## src/rtl/bloc_xfer_tx.sv

```systemverilog
// Block-transfer transmitter: host FIFO plus fixed-length burst engine.
// Optional per-burst byte swap under `BLOC_XFER_TX_BYTE_SWAP_EN.
module bloc_xfer_tx #(
  parameter int DATA_W    = 16,
  parameter int ADDR_W    = 8,
  parameter int DEPTH     = 8,
  parameter int BURST_LEN = 5
) (
  input  logic                       clk,
  input  logic                       rst,
  input  logic                       wr_en,
  input  logic [DATA_W-1:0]          wr_data,
  output logic                       full,
  output logic [$clog2(DEPTH):0]     level,
  input  logic                       start,
  input  logic [ADDR_W-1:0]          start_addr,
`ifdef BLOC_XFER_TX_BYTE_SWAP_EN
  input  logic                       swap,
`endif
  output logic                       start_err,
  output logic                       busy,
  output logic                       bloc_xfer,
  output logic [ADDR_W-1:0]          address,
  output logic [DATA_W-1:0]          data_bus,
  output logic                       done
);

  localparam int PW = $clog2(DEPTH);
  localparam int LW = PW + 1;

  typedef enum logic [1:0] {IDLE, XFER, DONE} state_t;

  state_t            state;
  state_t            state_nx;
  logic [DATA_W-1:0] mem [DEPTH];
  logic [PW-1:0]     wr_ptr;
  logic [PW-1:0]     rd_ptr;
  logic [LW-1:0]     level_nx;
  logic [LW-1:0]     beat;
  logic [ADDR_W-1:0] base;
  logic [DATA_W-1:0] head;
  logic [DATA_W-1:0] word;
  logic              push;
  logic              pop;
  logic              accept;
  logic              reject;
  logic              last;

  // full is registered, so a push is judged before any same-cycle pop
  assign push     = wr_en && !full;
  assign head     = mem[rd_ptr];
  assign last     = (beat == LW'(BURST_LEN - 1));
  assign level_nx = level + LW'(push) - LW'(pop);

`ifdef BLOC_XFER_TX_BYTE_SWAP_EN
  logic swap_q;
  assign word = swap_q ? {head[DATA_W/2-1:0], head[DATA_W-1:DATA_W/2]}
                       : head;
`else
  assign word = head;
`endif

  always_comb begin
    state_nx = state;
    pop      = 1'b0;
    accept   = 1'b0;
    reject   = 1'b0;
    unique case (state)
      IDLE: begin
        if (start) begin
          if (level >= LW'(BURST_LEN)) begin
            accept   = 1'b1;
            state_nx = XFER;
          end else begin
            reject = 1'b1;
          end
        end
      end
      XFER: begin
        pop = 1'b1;
        if (last) state_nx = DONE;
      end
      DONE:    state_nx = IDLE;
      default: state_nx = IDLE;
    endcase
  end

  always_ff @(posedge clk) begin
    if (rst) state <= IDLE;
    else     state <= state_nx;
  end

  always_ff @(posedge clk) begin
    if (rst) begin
      wr_ptr <= '0;
      rd_ptr <= '0;
      level  <= '0;
      full   <= 1'b0;
    end else begin
      if (push) wr_ptr <= wr_ptr + 1'b1;
      if (pop)  rd_ptr <= rd_ptr + 1'b1;
      level <= level_nx;
      full  <= (level_nx == LW'(DEPTH));
    end
  end

  always_ff @(posedge clk) begin
    if (push) mem[wr_ptr] <= wr_data;
  end

  always_ff @(posedge clk) begin
    if (rst) begin
      start_err <= 1'b0;
      busy      <= 1'b0;
      bloc_xfer <= 1'b0;
      address   <= '0;
      data_bus  <= '0;
      done      <= 1'b0;
      beat      <= '0;
      base      <= '0;
`ifdef BLOC_XFER_TX_BYTE_SWAP_EN
      swap_q    <= 1'b0;
`endif
    end else begin
      start_err <= reject;
      done      <= (state == DONE);
      busy      <= (state_nx != IDLE);
      bloc_xfer <= pop;
      data_bus  <= pop ? word : '0;
      if (accept) begin
        base <= start_addr;
        beat <= '0;
`ifdef BLOC_XFER_TX_BYTE_SWAP_EN
        swap_q <= swap;
`endif
      end
      if (pop) begin
        address <= base + ADDR_W'(beat);
        beat    <= beat + 1'b1;
      end
    end
  end

endmodule

```

## config.mk

```make
export PLATFORM = sky130hd
export DESIGN_NAME = bloc_xfer_tx
export DESIGN_NICKNAME = d
export VERILOG_FILES = /design/src/rtl/bloc_xfer_tx.sv
export SDC_FILE = /design/constraint.sdc
export NUM_CORES = 1
export LEC_CHECK = 0
export CORE_AREA = 2 2 121 123
export DETAILED_ROUTE_END_ITERATION = 12
export DIE_AREA = 0 0 123 125
export PLACE_DENSITY_LB_ADDON = 0.08
export SLEW_MARGIN = 20
export SYNTH_ARGS = -nofsm -noshare
export SYNTH_HDL_FRONTEND = slang
export SYNTH_SLANG_ARGS = --single-unit
```

## constraint.sdc

```tcl
create_clock -name clk -period 5.9 [get_ports clk]
set_clock_uncertainty 0.05 [all_clocks]
set_input_delay 1.18 -clock clk [delete_from_list [all_inputs] [get_ports clk]]
set_output_delay 1.18 -clock clk [all_outputs]
set_load 0.1 [all_outputs]
```

# [Yosys cells after proc, flatten, opt, wreduce, memory -nomap -nowiden]
# Memory sizes are Yosys's and may differ from the RTL's. A register that Yosys moved wholly into a read port is not among the register bits.
# Index checks and enable logic that the tools add are counted.
[op_classes] n_eq_ne=4 add_sub_neg=6 div_mod_pow=0 multipliers=0 n_mux=13 shifts=0 bitwise=3 reduce_logical=7 magnitude_cmp=1
[ops] operator="$add A8 B4 Y8" count=1
[ops] operator="$mux W4" count=2
[ops] operator="$mux W1" count=7
[ops] operator="$add A3 B1 Y3 const B" count=2
[ops] operator="$mux W2" count=3
[ops] operator="$add A4 B1 Y4" count=1
[ops] operator="$add A4 B1 Y4 const B" count=1
[ops] operator="$eq A4 B3 Y1 const B" count=1
[ops] operator="$eq A4 B4 Y1 const B" count=1
[ops] operator="$ge A4 B3 Y1 const B" count=1
[ops] operator="$pmux W2 S2" count=1
[ops] operator="$reduce_bool A2 Y1" count=2
[ops] operator="$sub A4 B1 Y4" count=1
[ops] operator="$not A1 Y1" count=3
[ops] operator="$reduce_or A3 Y1" count=1
[ops] operator="$eq A2 B1 Y1 const B" count=1
[ops] operator="$eq A2 B2 Y1 const B" count=1
[ops] operator="$logic_not A2 Y1" count=1
[ops] operator="$reduce_or A2 Y1" count=1
[ops] operator="$logic_and A1 B1 Y1" count=1
[ops] operator="$logic_not A1 Y1" count=1
[totals] memories=1 wordCells=47 mem_bits_rw=128 latchBits=0 out_inout_bits=33 reg_bits=37 romBits=0
[mem_list] name="mem" words=8 word_bits=16 read_ports=1 rd_clocked_by_memory_dff=1 wr=1 line_no="35" text="logic [DATA_W-1:0] mem [DEPTH];"

# [Depth between registers and ports, before layout]
# Gate-level depths: netlist of the first run.
[logic_depth] word_depth=6 mapped_depth=10 ltp_nobuf=9

# [Worst setup path after synthesis of the first run]
# OpenSTA, ideal clock, no wires.
[synth_path] kind="in2reg" from="in wr_en" to="mem mem[0][0] (enable)" path_slack_ns=2.639 arrival_time_ns=2.802 path_buffers=1 cell_stages=4 required_ns=5.441 path_cell_list="nor2b_1 > clkbuf_1 > nand2b_1 > nor3_1"
[synth_between] elab_chain_cells=3
[synth_rtl] item="from (decl)" line_no="11" text="input logic wr_en,"
[synth_rtl] item="$logic_and A1 B1 Y1" line_no="50" text="assign push = wr_en && !full;"
[synth_rtl] item="$mux W1" line_no="108" text="if (push) mem[wr_ptr] <= wr_data;"
[synth_rtl] item="$mux W1 (not written as such)" line_no="108"
[synth_rtl] item="to (decl)" line_no="35"
# No other way between the ends.

# [Worst setup path in the final report of the first run]
[layout_path] from="in wr_en" to="mem mem[7][14] (enable)"
# The elaborated chain is that of the path after synthesis.

==> results.yml, run 1 <==
outcome:
  status: "finished, final reports clean"
pwr:
  p_leak_nw: 2.83
  p_sw_frac: 0.282
  p_int_w: 0.00252
  seq_power_share: 0.435
  power_density_mw_per_mm2: 416
  pwr-share-clk: 0.365
  vdd_drop_max_uv: 330
  p_switching_w: 0.000989
  power_frac_comb: 0.200
grt:
  antenna_found_initial: 0
  grt_max_degree: 44
  grt_pass1_wl_um: 20500
  track_usage: 0.182
  grt_pass1_vias: 3841
  grt_overflow: 0
setup_path:
  endpoint_kind: "flop"
  cp.arrival_ns: 3.36
  slowest_delay_ns: 0.70
  rrSetupSlack_ns: 3.13
  worstPathRequired_ns: 5.98
  cp_max_fo: 9
  worstSetupPathType: "in2reg"
  cp_cell_sequence: "clkdlybuf4s50_1, nor2b_1, nand2_1, nor2_1, buf_4"
  critPathSlowestCell: "nor2_1"
  worstSetupStartpointType: "primary input"
cts:
  cts_hold_buf: 0
  cts_tree: "built"
  htreeDepth: 4
  cts_buffers: 17
  post_cts_buffers: 0
  cts_sinks: 181
  cts_root_buf: "clkbuf_16"
  clk_pin_slew_ns: 0.06
  cts_resized: 0
  clk_latency_ns: 0.42
  clockBufferDepth: 2
yosys:
  yosysUniqueCellTypes: 39
  netlist_area_mm2: 0.00695
  synth.most_common_cell: "edfxtp_1"
  syn-num-nets: 458
  ys.flop_type: "edfxtp_1"
  synth_top_cell_by_area: "edfxtp_1"
  ys_seq_area_frac: 0.706
  ys_ff_latch: 181
  synth_area_leaders: "edfxtp_1, dfxtp_1, mux4_2"
  postSynthAreaPerCell_um2: 16.8
  synth_top_area_share: 0.553
  synth_commonest_cells: "edfxtp_1, dfxtp_1, nor2_1"
  yosys_warnings: 0
  async_flop_share: 0
  synth_edf_count: 128
  netlist_instances: 415
floorplanning:
  core_area_mm2: 0.0142
  fp.dieW_um: 123
  num_rows: 44
  dieArea_mm2: 0.0154
  ios: 61
  die_h_um: 125
  initial_core_util: 0.489
timing:
  slew_headroom: 0.312
  period_needed_ns: 3.28
  holdWs_ns: 0.419
  worst_slew_pin_slew_ns: 1.03
  fin_tns_setup_ns: 0
  fmax_ghz: 0.305
  slew_viol_final: 0
  hold_violations: 0
  rsz0062_at_grt: "false"
  finalSetupViolCount: 0
  period_share: 0.555
placed_design:
  io_buffers: 60
  routabilityCongestion: 0.724
  dpl.cell_count: 648
  dp_hpwl_um: 7730
run:
  cap_violations: 0
cells_and_area:
  n_antenna_cell: 0
  nNetsFinal: 527
  final_cells: 681
  area_delta_synth_final_pct: 21.6
  layout-drive-gt1-share: 0.165
route:
  drtAntennaViolNets: 0
  routed_wl_um: 12700
  first_iter_violations: 311
  via_per_inst: 5.37
  dr.pass1.iters: 4
  via_count: 3659
  drc: 0
  wl_per_cell_um: 18.7
hold_path:
  hold_path.class: "reg2reg"
[worst paths after layout]
kind | endpoint | start | depth (start not counted)
min | address[0] | address[0] | 2
min reg2reg | address[0] | address[0] | 2
max reg2reg | full | state[1] | 9
max | mem[7][14] | wr_en | 5
[stage by stage]
step	area, µm²	setup WS [ns]	util	power [W]
2_1_floorplan	6950	2.64	-	0.00209
3_3_place_gp	7750	2.20	0.546	0.00226
3_5_place_dp	7750	2.18	0.546	0.00227
4_1_cts	8430	2.63	0.593	0.00355
5_1_grt	8450	2.41	0.595	0.00366
6_report	8450	2.62	0.595	0.00351
[worst max-delay path, delay by kind of cell]
family	cells	cell delay [ns]
simple gates	3	1.41
buf+inv	2	0.76
[final cells by class]
type | instances | area, µm²
fillers | 1106 | 5750
flip-flops and latches | 181 | 4910
multi-input cells | 204 | 1920
inverters | 10 | 37.5
clock buffers | 18 | 429
clock inverters | 14 | 248
repair buffers | 70 | 679
well taps | 184 | 230
[sequential cells by signal (all words and copies together), names as in the netlist]
| signal | count |
|---|---|
| mem | 128 |
| data_bus | 16 |
| address | 8 |
| base | 8 |
| beat | 4 |
| level | 4 |
| rd_ptr | 3 |
| wr_ptr | 3 |
| state | 2 |
| bloc_xfer | 1 |
| busy | 1 |
| done | 1 |
| full | 1 |
| start_err | 1 |
[cell families (layout without fill, tap and decap cells)]
| family | after synthesis | count (layout) | share of synthesized area |
|---|---|---|---|
| flip-flops | 181 | 181 | 0.706 |
| AND/OR/NAND/NOR | 97 | 97 | 0.0662 |
| multiplexers | 57 | 57 | 0.140 |
| buffers and inverters | 30 | 112 | 0.0227 |
| AO/OA/AOI/OAI | 27 | 27 | 0.0266 |
| adder cells (fa/ha/maj) | 15 | 15 | 0.0292 |
| XOR/XNOR | 8 | 8 | 0.0101 |
[power groups by stage]
stage	Sequential, W	Clock [W]	Combinational, W
floorplan	0.00174	0	0.000349
global placement	0.00156	0	0.000699
detailed placement	0.00156	0	0.000708
CTS	0.00153	0.00131	0.000712
global route	0.00154	0.00136	0.000754
finish	0.00153	0.00128	0.000701
[metal layers]
metal / routed length [µm] / vias up / global-route usage
li1: - / 1716 / -
met1: 5660 / 1859 / 0.241
met2: 6450 / 70 / 0.295
met3: 443 / 14 / 0.0488
met4: 174 / 0 / 0.0561
met5: 0 / - / 0
[layout by cell type, fill, tap and decap left out, drive strengths merged, types with 5 or more instances in the layout]
cell type / synthesis / routed
mux2i: 25 / 25
edfxtp: 128 / 128
clkdlybuf4s50: 0 / 60
a21oi: 9 / 9
nand2: 16 / 16
nand3: 5 / 5
inv: 10 / 14
clkbuf: 6 / 18
nand2b: 5 / 5
nor3: 6 / 6
bufinv: 0 / 6
nor2: 45 / 45
ha: 13 / 13
mux4: 32 / 32
buf: 14 / 10
dfxtp: 53 / 53
Power figures use the tool's default switching activity.
==> run 2: changes to the inputs <==
==> constraint.sdc (replaced) <==
create_clock -name clk -period 2.65 [get_ports clk]
set_clock_uncertainty 0.05 [all_clocks]
set_input_delay 0.53 -clock clk [delete_from_list [all_inputs] [get_ports clk]]
set_output_delay 0.53 -clock clk [all_outputs]
set_load 0.1 [all_outputs]
==> results.yml, run 2 (synthesized netlist as in run 1, its figures left out) <==
cts:
  cts_resized: 0
  clk_pin_slew_ns: 0.06
  cts_buffers: 17
  clockBufferDepth: 2
  clk_latency_ns: 0.42
  cts_tree: "built"
  post_cts_buffers: 0
  htreeDepth: 4
  cts_hold_buf: 0
  cts_sinks: 181
  cts_root_buf: "clkbuf_16"
timing:
  period_share: 0.836
  fmax_ghz: 0.451
  fin_ws_ns: 0.434
  slew_viol_final: 0
  fin_tns_setup_ns: 0
  hold_violations: 0
  slew_headroom: 0.701
  worst_slew_pin_slew_ns: 0.447
  period_needed_ns: 2.22
  finalSetupViolCount: 0
  rsz0062_at_grt: "false"
route:
  via_count: 3648
  first_iter_violations: 290
  drtAntennaViolNets: 0
  drc: 0
  wl_per_cell_um: 18.5
  dr.pass1.iters: 6
  routed_wl_um: 12800
  via_per_inst: 5.28
cells_and_area:
  layout_common_cells: "edfxtp_1, dfxtp_1, nor2_1, buf_4, mux4_2"
  final_area_mm2: 0.00844
  top_register: "mem"
  largest_reg_flops: 128
  area_delta_synth_final_pct: 21.4
  final_cells: 691
  layout_commonest_cell: "edfxtp_1"
  n_antenna_cell: 0
  top_regs: "mem (128), data_bus (16)"
  fillers: 1092
  layout-drive-gt1-share: 0.233
  nNetsFinal: 537
setup_path:
  worstSetupPathType: "in2reg"
  slowest_delay_ns: 0.46
  worstSetupStartpointType: "primary input"
  critPathSlowestCell: "fa_1"
  worstPathRequired_ns: 2.96
  cp.arrival_ns: 2.52
  cp_cell_sequence: "clkdlybuf4s50_1, nor2b_1, inv_1, ha_1, inv_1, ha_1, fa_1, nor3_1, nand2_1, nor2_1"
  cp_max_fo: 2
  endpoint_kind: "flop"
floorplanning:
  initial_core_util: 0.489
  die_h_um: 125
  dieArea_mm2: 0.0154
  core_area_mm2: 0.0142
  fp.dieW_um: 123
  ios: 61
  num_rows: 44
placed_design:
  dp_hpwl_um: 7770
  routabilityCongestion: 0.762
  dp_slack_ns: 0.00776
  place_area_mm2: 0.00784
  io_buffers: 60
  dpl.cell_count: 659
grt:
  antenna_found_initial: 0
  grt_pass1_vias: 3783
  grt_pass1_wl_um: 20600
  grt_max_degree: 24
  track_usage: 0.183
  grt_overflow: 0
run:
  cap_violations: 0
outcome:
  status: "finished, final reports clean"
hold_path:
  hold_path.class: "reg2reg"
pwr:
  power_density_mw_per_mm2: 893
  vdd_drop_max_uv: 789
  p_leak_nw: 2.94
-- run 2: cell count changes in the layout (fill, tap and decap cells not counted), moves of 3 or more --
cell and change:
buf_12 +8, clkdlybuf4s50_1 -33, inv_6 -4, clkinv_2 +3, clkbuf_1 +3, buf_4 +36
-- run 2: through the flow --
stage          hold slack (ns)  total power, W  utilization
3_3_place_gp             0.400         0.00503        0.552
5_1_grt                  0.436         0.00788        0.594
6_report                 0.413         0.00754        0.594
4_1_cts                  0.420         0.00764        0.594
2_1_floorplan            0.402         0.00466            -
3_5_place_dp             0.408         0.00507        0.552
-- run 2: cell type report --
cell class                      instances  area, µm²  share of cell area
Inverter                               10       37.5             0.00445
Tap cell                              184        230              0.0273
Timing Repair Buffer                   80        768              0.0910
Clock inverter                         11        158              0.0187
Multi-Input combinational cell        204       1900               0.225
Sequential cell                       181       4910               0.581
Clock buffer                           21        440              0.0522
-- run 2: worst max-delay path: cells and delay by family --
kind	cells	cell delay, ns
simple gates	4	0.51
buf+inv	3	0.55
fa+ha+maj	3	0.93
-- run 2: power by group --
group / total, W / switching, W / internal, W
logic: 0.00161 / 0.00103 / 0.000584
clock network: 0.00255 / 0.000987 / 0.00157
registers: 0.00338 / 0.000112 / 0.00326
-- run 2: final timing paths --
kind              startpoint    endpoint  slack, ns  depth (start not counted)
hold / removal    address[1]  address[1]       0.41                          2
hold reg to reg   address[1]  address[1]       0.41                          2
setup reg to reg    state[1]        full       0.60                          9
setup / recovery       wr_en        full       0.43                         10
-- run 2: per-layer routing --
metal | vias to the layer above | GRT usage | part of all wire
met5 | - | 0 | 0
met4 | 0 | 0.0689 | 0.016
met3 | 14 | 0.0447 | 0.038
met2 | 79 | 0.295 | 0.51
met1 | 1822 | 0.241 | 0.44
li1 | 1733 | - | -
==> run 3: changes to the inputs <==
==> constraint.sdc (replaced) <==
create_clock -name clk -period 2.3 [get_ports clk]
set_clock_uncertainty 0.05 [all_clocks]
set_input_delay 0.46 -clock clk [delete_from_list [all_inputs] [get_ports clk]]
set_output_delay 0.46 -clock clk [all_outputs]
set_load 0.1 [all_outputs]
==> results.yml, run 3 (synthesized netlist as in run 1, its figures left out) <==
outcome:
  status: "finished, final reports clean"
timing:
  rsz0062_at_grt: "false"
  period_needed_ns: 2.17
  period_share: 0.943
  slew_viol_final: 0
  worst_slew_pin_slew_ns: 0.495
  slew_headroom: 0.670
  hold_violations: 0
  holdWs_ns: 0.416
  fmax_ghz: 0.461
  finalSetupViolCount: 0
route:
  dr_wl_met2_um: 6110
  dr.max_layer_used: "met4"
  routed_wl_um: 12500
  drtAntennaViolNets: 0
  dr.pass1.iters: 4
  wl_per_cell_um: 18.1
  wl_met3_um: 587
  wl_met1_um: 5600
  via_per_inst: 5.30
  drc: 0
  first_iter_violations: 276
  via_count: 3677
cts:
  clockBufferDepth: 2
  post_cts_buffers: 0
  cts_resized: 0
  clk_latency_ns: 0.42
  clk_pin_slew_ns: 0.06
  cts_hold_buf: 0
  cts_sinks: 181
  cts_tree: "built"
  cts_root_buf: "clkbuf_16"
  htreeDepth: 4
  cts_buffers: 17
cells_and_area:
  n_antenna_cell: 0
  nNetsFinal: 540
  area_delta_synth_final_pct: 21.5
  fin_util: 0.595
  layout-drive-gt1-share: 0.243
  layout_commonest_cell: "edfxtp_1"
  fillers: 1086
  top_regs: "mem (128), data_bus (16)"
  final_cells: 694
  layout_common_cells: "edfxtp_1, dfxtp_1, buf_4"
  largest_reg_flops: 128
  top_register: "mem"
setup_path:
  worstSetupStartpointType: "primary input"
  cp_max_fo: 2
  worstSetupPathType: "in2reg"
  crit_family: "adder cells"
  endpoint_kind: "flop"
  slowest_delay_ns: 0.45
  cp.arrival_ns: 2.48
  worstPathRequired_ns: 2.61
  critPathSlowestCell: "fa_1"
  cp_cell_sequence: "clkdlybuf4s50_1, nor2b_1, inv_1, ha_1, inv_1, ha_1, fa_1, nor3_1, nand2_1, nor2_1"
  crit_buf_inv: 3
floorplanning:
  fp.dieW_um: 123
  ios: 61
  dieArea_mm2: 0.0154
  num_rows: 44
  die_h_um: 125
  initial_core_util: 0.489
  core_area_mm2: 0.0142
placed_design:
  routabilityCongestion: 0.765
  dpl.cell_count: 662
  io_buffers: 60
  dp_hpwl_um: 7810
pwr:
  power_density_mw_per_mm2: 1030
  seq_power_share: 0.451
  p_switching_w: 0.00245
  p_leak_nw: 2.96
  power_frac_comb: 0.214
  p_int_w: 0.00621
  p_total_w: 0.00866
  vdd_drop_max_uv: 992
  p_sw_frac: 0.283
  pwr-share-clk: 0.335
grt:
  grt_max_degree: 35
  track_usage: 0.180
  grt_overflow: 0
  antenna_found_initial: 0
  grt_pass1_wl_um: 20300
  grt_pass1_vias: 3834
hold_path:
  hold_path.class: "reg2reg"
run:
  cap_violations: 0
[run 3: layout make-up]
class | instances | area (µm²) | share of cell area
Tap cell | 184 | 230 | 0.0273
Clock buffer | 22 | 464 | 0.0549
Inverter | 10 | 37.5 | 0.00444
Timing Repair Buffer | 83 | 778 | 0.0921
Sequential cell | 181 | 4910 | 0.581
Multi-Input combinational cell | 204 | 1900 | 0.225
Clock inverter | 10 | 131 | 0.0156
[run 3: power by group through the flow]
stage          Clock, W  Sequential (W)  Combinational (W)
5_1_grt         0.00309         0.00394            0.00200
6_report        0.00290         0.00391            0.00185
3_3_place_gp          0         0.00397            0.00185
4_1_cts         0.00297         0.00391            0.00188
3_5_place_dp          0         0.00398            0.00188
2_1_floorplan         0         0.00448           0.000897
[run 3: path summary, 6_finish.rpt]
check	start	to	slack [ns]	cells past startpoint
setup / recovery	wr_en	full	0.13	10
hold / removal	address[0]	address[0]	0.42	2
setup reg to reg	state[1]	full	0.24	9
hold reg to reg	address[0]	address[0]	0.42	2
[run 3: metrics by stage]
stage | setup TNS, ns | cell area, µm² | setup WS, ns
global route | 0 | 8450 | 0.00306
global placement | -0.467 | 7850 | -0.234
CTS | 0 | 8450 | 0.140
finish | 0 | 8450 | 0.131
floorplan | 0 | 6960 | 0.0237
detailed placement | -0.793 | 7850 | -0.306
[run 3: worst min-delay path: cells and delay by family (launching register included)]
family,cells,cell delay [ns]
AOI/OAI and AO/OA,1,0.06
and+or+nand+nor,1,0.05
DFF,1,0.31
[run 3: routing by layer]
metal | vias up | track usage
met2 | 95 | 0.285
met1 | 1824 | 0.236
met3 | 21 | 0.0488
met5 | - | 0
met4 | 0 | 0.0709
li1 | 1737 | -
